File: src/rtl/fifo_burst_writer.sv
// fifo_burst_writer: packet-aware write front-end for an async FIFO.
// Upstream words enter a 2-entry skid buffer; a small FSM keeps new packets
// from starting while the FIFO is almost full, but never splits a packet
// once started. Saturating counters report delivered packets and full stalls.
module fifo_burst_writer #(
    parameter int DATASIZE    = 8,
    parameter int PKT_GATE_EN = 1,
    parameter int CNTSIZE     = 16
) (
    input  logic                wclk,
    input  logic                wrst_n,
    input  logic                s_valid,
    output logic                s_ready,
    input  logic [DATASIZE-1:0] s_data,
    input  logic                s_last,
    output logic                winc,
    output logic [DATASIZE:0]   wdata,
    input  logic                wfull,
    input  logic                walmost_full,
    output logic [CNTSIZE-1:0]  pkt_count,
    output logic [CNTSIZE-1:0]  stall_count,
    output logic                busy
);

    typedef enum logic [1:0] {
        IDLE    = 2'd0,
        WAIT_AF = 2'd1,
        XFER    = 2'd2
    } state_t;

    localparam logic [CNTSIZE-1:0] CNT_ONE = 1;

    state_t              state_q, state_d;
    logic [DATASIZE:0]   ent0_q, ent0_d;   // oldest entry, drives wdata
    logic [DATASIZE:0]   ent1_q, ent1_d;
    logic [1:0]          occ_q, occ_d;
    logic                s_ready_q;
    logic [CNTSIZE-1:0]  pkt_q, pkt_d;
    logic [CNTSIZE-1:0]  stall_q, stall_d;
    logic                gate_ok;
    logic                push;
    logic                pop;
    logic                nonempty;
    logic [DATASIZE:0]   in_word;

    function automatic logic [CNTSIZE-1:0] sat_inc(input logic [CNTSIZE-1:0] v);
        return (&v) ? v : v + CNT_ONE;
    endfunction

    assign in_word  = {s_last, s_data};
    assign nonempty = (occ_q != 2'd0);
    // s_ready_q is already low whenever the buffer is full, so push never overflows.
    assign push     = s_valid & s_ready_q;
    assign pop      = winc;

    // State register with asynchronous reset.
    always_ff @(posedge wclk or negedge wrst_n) begin
        if (!wrst_n) begin
            state_q <= IDLE;
        end else begin
            state_q <= state_d;
        end
    end

    // Next-state logic: gate packet starts on almost-full, release on last word.
    always_comb begin
        state_d = state_q;
        unique case (state_q)
            IDLE: begin
                if (nonempty) begin
                    if ((PKT_GATE_EN == 0) || !walmost_full) begin
                        if (winc) begin
                            state_d = ent0_q[DATASIZE] ? IDLE : XFER;
                        end
                    end else begin
                        state_d = WAIT_AF;
                    end
                end
            end
            WAIT_AF: begin
                if (!walmost_full) begin
                    state_d = IDLE;
                end
            end
            XFER: begin
                if (winc && ent0_q[DATASIZE]) begin
                    state_d = IDLE;
                end
            end
            default: state_d = IDLE;
        endcase
    end

    // Output logic: per-state write gate, FIFO write enable and busy flag.
    always_comb begin
        gate_ok = 1'b0;
        busy    = 1'b0;
        unique case (state_q)
            IDLE:    gate_ok = (PKT_GATE_EN == 0) || !walmost_full;
            WAIT_AF: gate_ok = 1'b0;
            XFER: begin
                gate_ok = 1'b1;
                busy    = 1'b1;
            end
            default: gate_ok = 1'b0;
        endcase
        winc = nonempty & ~wfull & gate_ok;
    end

    // Skid buffer next state: pop shifts entry 1 forward, push fills the next free slot.
    always_comb begin
        ent0_d = ent0_q;
        ent1_d = ent1_q;
        occ_d  = occ_q;
        unique case ({push, pop})
            2'b10: begin
                if (occ_q == 2'd0) begin
                    ent0_d = in_word;
                end else begin
                    ent1_d = in_word;
                end
                occ_d = occ_q + 2'd1;
            end
            2'b01: begin
                ent0_d = ent1_q;
                occ_d  = occ_q - 2'd1;
            end
            2'b11: begin
                // Occupancy is unchanged; the new word lands behind whatever remains.
                if (occ_q == 2'd1) begin
                    ent0_d = in_word;
                end else begin
                    ent0_d = ent1_q;
                    ent1_d = in_word;
                end
            end
            default: begin
                ent0_d = ent0_q;
            end
        endcase
    end

    // Status counters: completed packets and cycles blocked by a full FIFO.
    always_comb begin
        pkt_d   = (winc && ent0_q[DATASIZE]) ? sat_inc(pkt_q) : pkt_q;
        stall_d = (nonempty && wfull && (state_q != WAIT_AF)) ? sat_inc(stall_q) : stall_q;
    end

    // Buffer, ready and counter registers; reset clears any partial packet.
    always_ff @(posedge wclk or negedge wrst_n) begin
        if (!wrst_n) begin
            ent0_q    <= '0;
            ent1_q    <= '0;
            occ_q     <= 2'd0;
            s_ready_q <= 1'b0;
            pkt_q     <= '0;
            stall_q   <= '0;
        end else begin
            ent0_q    <= ent0_d;
            ent1_q    <= ent1_d;
            occ_q     <= occ_d;
            s_ready_q <= (occ_d != 2'd2);
            pkt_q     <= pkt_d;
            stall_q   <= stall_d;
        end
    end

    assign s_ready     = s_ready_q;
    assign wdata       = ent0_q;
    assign pkt_count   = pkt_q;
    assign stall_count = stall_q;

endmodule

File: config.mk
export PLATFORM = sky130hd
export DESIGN_NAME = fifo_burst_writer
export DESIGN_NICKNAME = d
export VERILOG_FILES = /design/src/rtl/fifo_burst_writer.sv
export SDC_FILE = /design/constraint.sdc
export NUM_CORES = 1
export LEC_CHECK = 0
export ABC_AREA = 1
export BUFFER_PORTS_ARGS = -buffer_cell sky130_fd_sc_hd__buf_4
export CAP_MARGIN = 20
export CORE_MARGIN = 2
export CORE_UTILIZATION = 50
export CTS_BUF_LIST = sky130_fd_sc_hd__clkbuf_4 sky130_fd_sc_hd__clkbuf_8
export CTS_CLUSTER_DIAMETER = 30
export DETAILED_ROUTE_END_ITERATION = 6
export PLACE_DENSITY_LB_ADDON = 0.08
export SLEW_MARGIN = 20
export SYNTH_ARGS = -nofsm -noshare
export SYNTH_HDL_FRONTEND = slang
export SYNTH_SLANG_ARGS = --single-unit
export TNS_END_PERCENT = 50
File: constraint.sdc
create_clock -name wclk -period 2.17 [get_ports wclk]
set_input_delay 0.434 -clock wclk [delete_from_list [all_inputs] [get_ports wclk]]
set_output_delay 0.434 -clock wclk [all_outputs]
set_load 0.05 [all_outputs]
# Word level (Yosys, flattened, before mapping)
# Index checks and enable logic that the tools add are counted.
classes:
  mux: 16
  n_reduce_logical: 16
  bitwise: 6
  n_addsub: 4
  n_eq_ne: 15
op_table:
  columns: ["operator", "count"]
  rows:
  - ["$mux 9", 4]
  - ["$add 16x1->16 const B", 2]
  - ["$reduce_and 16->1", 2]
  - ["$pmux 9 s3", 1]
  - ["$pmux 9 s2", 1]
  - ["$ne 2x2->1 const B", 7]
  - ["$mux 2", 6]
  - ["$eq 2x1->1 const B", 3]
  - ["$eq 2x2->1 const B", 3]
  - ["$pmux 2 s3", 1]
  - ["$reduce_and 2->1", 3]
  - ["$logic_not 2->1", 2]
  - ["$pmux 2 s2", 1]
  - ["$reduce_and 4->1", 1]
  - ["$reduce_bool 2->1", 2]
  - ["$and 1x1->1", 3]
  - ["$logic_and 1x1->1", 3]
  - ["$ne 3x3->1 const B", 1]
  - ["$not 1->1", 3]
  - ["$reduce_and 3->1", 1]
  - ["$reduce_bool 3->1", 1]
  - ["$add 2x1->2 const B", 1]
  - ["$ne 2x1->1 const B", 1]
  - ["$pmux 1 s2", 1]
  - ["3 further kinds", 3]
word_totals:
  regBits: 55
  word_cells: 64
  in_bits: 14
  out_inout_bits: 44

# Longest topological paths before layout
# Gate-level depths: netlist of the first run.
logic_depth:
  depth_word: 7
  mapped_depth: 12
  ltp_nobuf: 12

# Worst setup path after synthesis of the first run
# OpenSTA, ideal clock, no wires.
synth_path:
  path_type: "register to register"
  from: "reg occ_q[0]"
  to: "reg ent0_q[8] (netlist: wdata[8])"
  n_path_buf: 0
  stages_incl_launch_ff: 12
  setup_time_ns: 0.118
  synth_period_minus_slack_ns: 2.022
  t_arrival_ns: 1.904
  path_slack_ns: 0.148
  required_ns: 2.052
  cell_sequence: "dfrtp_1 > inv_1 > ha_1 > nor2_1 > nand2_1 > nor2_2 > inv_1 > ha_1 > a21oi_2 > clkinv_1 > nand2_1 > nand2_1"
synth_via:
  elab_chain_len: 6
  elab_cells_between_ends: 13
  classes_between: "eq/ne (5); mux (2); bitwise (2); reduce/logical (4)"
synth_lines:
  columns: ["element", "line", "rtl"]
  rows:
  - ["from (decl)", "36", "logic [1:0] occ_q, occ_d;"]
  - ["from (signal assigned)", "154", "occ_q <= 2'd0;"]
  - ["from (signal assigned)", "161", "occ_q <= occ_d;"]
  - ["$reduce_bool 2->1", "51", "assign nonempty = (occ_q != 2'd0);"]
  - ["$and 1x1->1 (2 in a row)", "107", "winc = nonempty & ~wfull & gate_ok;"]
  - ["$eq 2x2->1 or $eq 2x1->1 (tied branches)", "115", "unique case ({push, pop})"]
  - ["$ne 2x2->1 (no source line) or $reduce_bool 3->1 (tied branches)", null, null]
  - ["$reduce_and 2->1 (no source line)", null, null]
  - ["to (signal assigned)", "159", "ent0_q <= ent0_d;"]
  - ["to (decl)", "34", "logic [DATASIZE:0] ent0_q, ent0_d;"]
# Parallel ways exist; a longest one is shown, timed or not.
# A chain may end at the register's enable or synchronous reset.

# Worst setup path after layout of the first run
layout_path:
  from: "reg occ_q[0]"
  to: "out winc"
layout_via:
  elab_chain_len: 3
layout_lines:
  columns: ["element", "line", "rtl"]
  rows:
  - ["$reduce_bool 2->1", "51", null]
  - ["$and 1x1->1 (2 in a row)", "107", null]
  - ["to (decl)", "16", "output logic winc,"]
# No other way between the ends.

==> run metrics, run 1 <==
status finished clean; CTS Hold Bufs 0; Syn Inst Count around 440; Synth area leader dfrtp_1; hpwl dp ~4.9 mm; pin count of the biggest net entering global routing 56; gr usage total approximately a fifth; setup tns final 0 ps; Net Count, Synth 463; Die Y-Extent approximately 84 um; Die W ~84 um; DIE AREA around 7100 sq um; DP Cell Count approximately 570; final core utilization around 61%; R2R depth 11; Hold Worst Slack ~170 ps; fin nets between 500 and 600; Final Cycle Share a little over nine tenths; worst-margin pin slew about 700 ps; vias per cell 4.91; starting density of the core 51.3%; Critical Path Sink Type output pin; Port Buf Inserts 57; IO Count between 50 and 60; Max Freq about 500 MHz; CTS sink count 55; postcts setup bufs 0; pre-CTS WS between 90 and 100 ps; # H-tree levels 2; max cap viols 0; global-route wire length before repair 11.9 mm; top cells by area, synth dfrtp_1 43%, nand2_1 24%, inv_1 4.4%, nor2_1 3.7%, xnor2_1 3.3%; Layout area overhead 18.9%; Detailed Route Iter0 Violations about 130; DRC viols 0; final hold violation count 0; initial antenna violation count 0; Finished Layout Cells between 500 and 600; asr flop ratio synth 100%; GP Congestion about 0.77; sequential-to-total area share from yosys stat a little over two fifths; 1st-pass router iterations 4; Clock Tree Root clkbuf_8; Routed WL 6.87 mm; clk slew on worst S/H paths 90 ps; PD cells about 1000 nW/um^2; Setup Skew roughly 10 ps; critical path launch point occ_q[0]; WP data required 1740 ps; WS Path Type flop to output pin; CTS tree yes; share of Yosys cell area claimed by the top area cell type a little over two fifths; share of cells above drive strength 1 a little under a fifth; RR Endpoint wdata[3]; r2r startpoint occ_q[0]; Num CTS Buffers 5; ys flop type dfrtp_1; Rows 29; Syn Area/Cell between 7 and 8 sq um; number of unique standard cell types used by synthesis 31; CORE AREA 6280 sq um; PnR worst setup slack between 100 and 150 ps; worst reg-to-reg setup slack between 150 and 200 ps; Static Leakage ~2 nW; final slew viol count 0; HP Class input port to async pin; Detail Route Antenna Nets 0; cts repair resizes 0; Post-synth EDFFs 0; crit start category flop; Slew HR between 50% and 60%; CP arrival roughly 1600 ps; Vias 2852; Antenna Cells 0; Final Critical Period approximately 2000 ps; Cell Area, Synth ~3200 sq um; post-detailed-route wirelength per cell approximately 12 um; YS warnings 0; Clock Path Buffers 2; vias in the first global route about 2600; # setup viols final 0; flops & latches, synth 55; Max FO, Critical Path 12; maximum VDD drop ~740 uV; Overflow after GRT 0; Skew-Pair Late Insertion Delay slightly above 300 ps
-- cell usage after synthesis, types with 3 or more instances --
library cell,number
xnor2_1,12
nand4_1,13
inv_1,38
nor2_1,32
dfrtp_1,55
buf_6,3
nand2_2,3
nand2_1,206
nand3_1,20
nor2_2,5
o211ai_1,4
inv_2,3
o21ai_0,19
ha_1,8
-- layout make-up --
| type | instances | area, sq um |
|---|---|---|
| inverters | 43 | 168 |
| clock buffers | 7 | 83.8 |
| repair buffers | 61 | 462 |
| well taps | 77 | 96.3 |
| fillers | 582 | 2450 |
| multi-input cells | 337 | 1640 |
| flip-flops and latches | 55 | 1380 |
| clock inverters | 1 | 5.00 |
-- cells by family (layout without fill, tap and decap cells) --
group	count (synthesis)	after routing	share of synthesized area, %
adder cells (fa/ha/maj)	8	8	3.11
flip-flops	55	55	42.8
AND/OR/NAND/NOR	288	288	38.4
AO/OA/AOI/OAI	28	28	5.56
buffers and inverters	49	112	6.65
XOR/XNOR	13	13	3.54
-- stage by stage --
step | instance area (sq um) | total power, mW
3_5_place_dp | 3720 | 3.23
2_1_floorplan | 3220 | 2.74
5_1_grt | 3830 | 4.06
3_3_place_gp | 3720 | 3.21
4_1_cts | 3810 | 3.83
6_report | 3830 | 3.81
-- per-layer routing --
layer / global-route usage [%] / up-vias / part of all wire, % / wire length (um)
met5: 0 / - / 0 / 0
met4: 4.84 / 0 / 0.80 / 55
met3: 2.65 / 5 / 4.1 / 279
met2: 32.2 / 58 / 45 / 3110
met1: 29.2 / 1287 / 50 / 3420
li1: - / 1502 / - / -
-- power breakdown --
part           switching (mW)  total (mW)  internal [mW]
clock                   0.329       0.582          0.253
sequential              0.222        1.51           1.28
combinational            1.20        1.72          0.521
total                    1.75        3.81           2.06
-- how the worst max path moves through the flow --
stage	endpoint	slack, ps
2_1_floorplan	wdata[8]	150
6_report	winc	130
5_1_grt	ent1_q[3]	-0.5
4_1_cts	winc	80
3_3_place_gp	ent1_q[7]	200
3_5_place_dp	ent1_q[2]	100
-- critical path: stages, from the launching register on --
cell and delay, ps:
dfrtp_1 360, inv_1 70, ha_1 220, nor2_1 100, nand2_1 80, nor2_2 100
buf_4 200, buf_6 180
-- layout by cell type (no fill, tap or decap), types with 3 or more instances in the layout --
cell	Yosys	routed
nor2_2	5	5
nand2_2	3	3
nand4_1	13	13
o211ai_1	4	4
inv_2	3	3
dfrtp_1	55	55
xnor2_1	12	12
nor2_1	32	32
clkbuf_8	0	5
nand2_1	206	206
ha_1	8	8
inv_1	38	38
buf_4	1	60
o21ai_0	19	19
nand3_1	20	20
-- flip-flops by register name, indices dropped and copies added, names as in the netlist --
name	cells
s_ready	1
state_q	2
occ_q	2
wdata	9
stall_count	16
pkt_count	16
ent1_q	9
(Power assumes the default switching activity.)
==> run 2: changes to the inputs <==
- GPL_TIMING_DRIVEN: not set -> 0
==> run 2 against run 1 <==
Compared with the run above: power increased by 5.8%; clock power up 21%; hold slack lost 6.7 ps; sequential cell count did not move; non-clock buffer count grew 5; clock skew is 2.9 ps lower; largest power group unchanged; count of clock-buffer cells in the layout shrank 1; register-to-register slack is essentially flat; sequential share of layout area decreased by 0.96 points; largest cell class unchanged; core utilization grew 1.7 points; sequential power about the same; final area grew 2.7%.
==> run metrics, run 2 (synthesis gave the netlist of run 1 again) <==
fin nets 530 (+0.95%); r2r startpoint occ_q[0]; most common cell after layout, fill and taps aside nand2_1; post-detailed-route wirelength per cell 12.1 um (+2.6%); Vias 2916 (+2.2%); WP data required 1740 ps (about the same); Final Critical Period 2060 ps (+26.2 ps); final hold violation count 0 (unchanged); max cap viols 0 (unchanged); Static Leakage 2.03 nW (+2.5%); Routed WL 7.11 mm (+3.5%); crit-path max cell delay 360 ps (about the same); Layout area overhead 22.2%; Setup Skew 7.11 ps (-2.90 ps); HP Class input port to async pin; Detailed Route Iter0 Violations 91 (-31%); maximum VDD drop 720 uV (-2.8%); worst-margin pin slew 697 ps (-6.91 ps); Port Buf Inserts 57 (unchanged); Num CTS Buffers 5 (unchanged); # H-tree levels 2 (unchanged); Antenna Cells 0 (unchanged); DIE AREA 7090 sq um (unchanged); CTS sink count 55 (unchanged); CP arrival 1630 ps (+30 ps); Clock Path Buffers 2 (unchanged); most frequent CP cell buf_6; CORE AREA 6280 sq um (unchanged); CTS tree yes; initial antenna violation count 0 (unchanged); critical path buffer and inverter count 3 (unchanged); vias in the first global route 2826 (+7.5%); vias per cell 4.98 (+1.4%); Die Y-Extent 84.2 um (unchanged); # setup viols final 0 (unchanged); Overflow after GRT 0 (unchanged); WS Path Type flop to output pin; slowest stage cell, crit path dfrtp_1; DRC viols 0 (unchanged); hpwl dp 5.05 mm (+3.0%); commonest non-fill, non-tap cells in the layout 206 x nand2_1, 61 x buf_4, 55 x dfrtp_1; Detail Route Antenna Nets 0 (unchanged); Skew-Pair Late Insertion Delay 300 ps (about the same); final slew viol count 0 (unchanged); pre-CTS WS -328 ps (-428 ps); Post-DP Area 3740 sq um (+0.54%); Max Freq 484 MHz (-1.3%); crit start category flop; GP Congestion 0.842 (+9.4%); global-route wire length before repair 12.3 mm (+3.5%); gr usage total 20.9% (+0.75 points); IO Count 58 (unchanged); pin count of the biggest net entering global routing 56 (unchanged); R2R depth 11 (unchanged); final core utilization 62.6% (+1.7 points); Slew HR 53.6% (+0.46 points); final instance area 3930 sq um (+2.7%); PD cells 1020 nW/um^2 (+2.9%); Final Cycle Share 95.1% (+1.2 points); clk slew on worst S/H paths 100 ps (about the same); Max FO, Critical Path 10 (-2); share of cells above drive strength 1 19.6% (+1.2 points); worst reg-to-reg setup slack 180 ps (about the same); Critical Path Sink Type output pin; Die W 84.2 um (unchanged); starting density of the core 51.3% (unchanged); status finished clean; setup tns final 0 ps (unchanged); PnR worst setup slack 106 ps (-26.2 ps); CP cell instances inv_1 -> ha_1 -> nor2_1 -> nand2_1 -> nor2_4 -> buf_6 -> buf_6; 1st-pass router iterations 4 (unchanged); RR Endpoint ent1_q[7]; Rows 29 (unchanged); Clock Tree Root clkbuf_8; CP delay by family, top buffers and inverters
## run 2: what timing repair did
action,in CTS,in global routing
pin swaps,1,1
gates resized for setup,6,8
hold buffers,0,0
hold endpoints to repair,0,0
endpoints found under the setup margin,19,11
buffers inserted,1,2
## run 2: layout make-up
type                            instances  area, sq um
Sequential cell                        55         1380
Inverter                               43          165
Multi-Input combinational cell        337         1660
Buffer                                  6         60.1
Fill cell                             590         2340
Tap cell                               77         96.3
Clock inverter                          2         35.0
Clock buffer                            6         82.6
Timing Repair Buffer                   60          454
## run 2: metrics by stage
stage / instances / hold WS [ps] / total power, mW
6_report: 586 / 164 / 4.03
5_1_grt: 586 / 220 / 4.30
4_1_cts: 584 / 193 / 4.03
3_5_place_dp: 575 / 468 / 3.26
3_3_place_gp: 575 / 466 / 3.22
2_1_floorplan: 441 / 138 / 2.74
## run 2: power by group
part	switching, mW	internal (mW)
clock	0.333	0.374
sequential	0.222	1.28
combinational	1.23	0.580
## run 2: worst max-delay path by stage
stage          slack (ps)  endpoint  depth (start not counted)     start
6_report              110      winc                          7  occ_q[0]
5_1_grt               -20      winc                          7  occ_q[0]
4_1_cts                10      winc                          7  occ_q[0]
3_5_place_dp         -330  wdata[3]                         11  occ_q[0]
3_3_place_gp         -320  wdata[2]                         11  occ_q[0]
2_1_floorplan         150  wdata[8]                         11  occ_q[0]
## run 2: metal layers
metal  vias up  wire length (um)  GRT usage, %
met1      1339              3430          28.5
met5         -                 0             0
met2        61              3320          35.3
met4         0                70          4.40
li1       1510                 -             -
met3         6               288          3.34
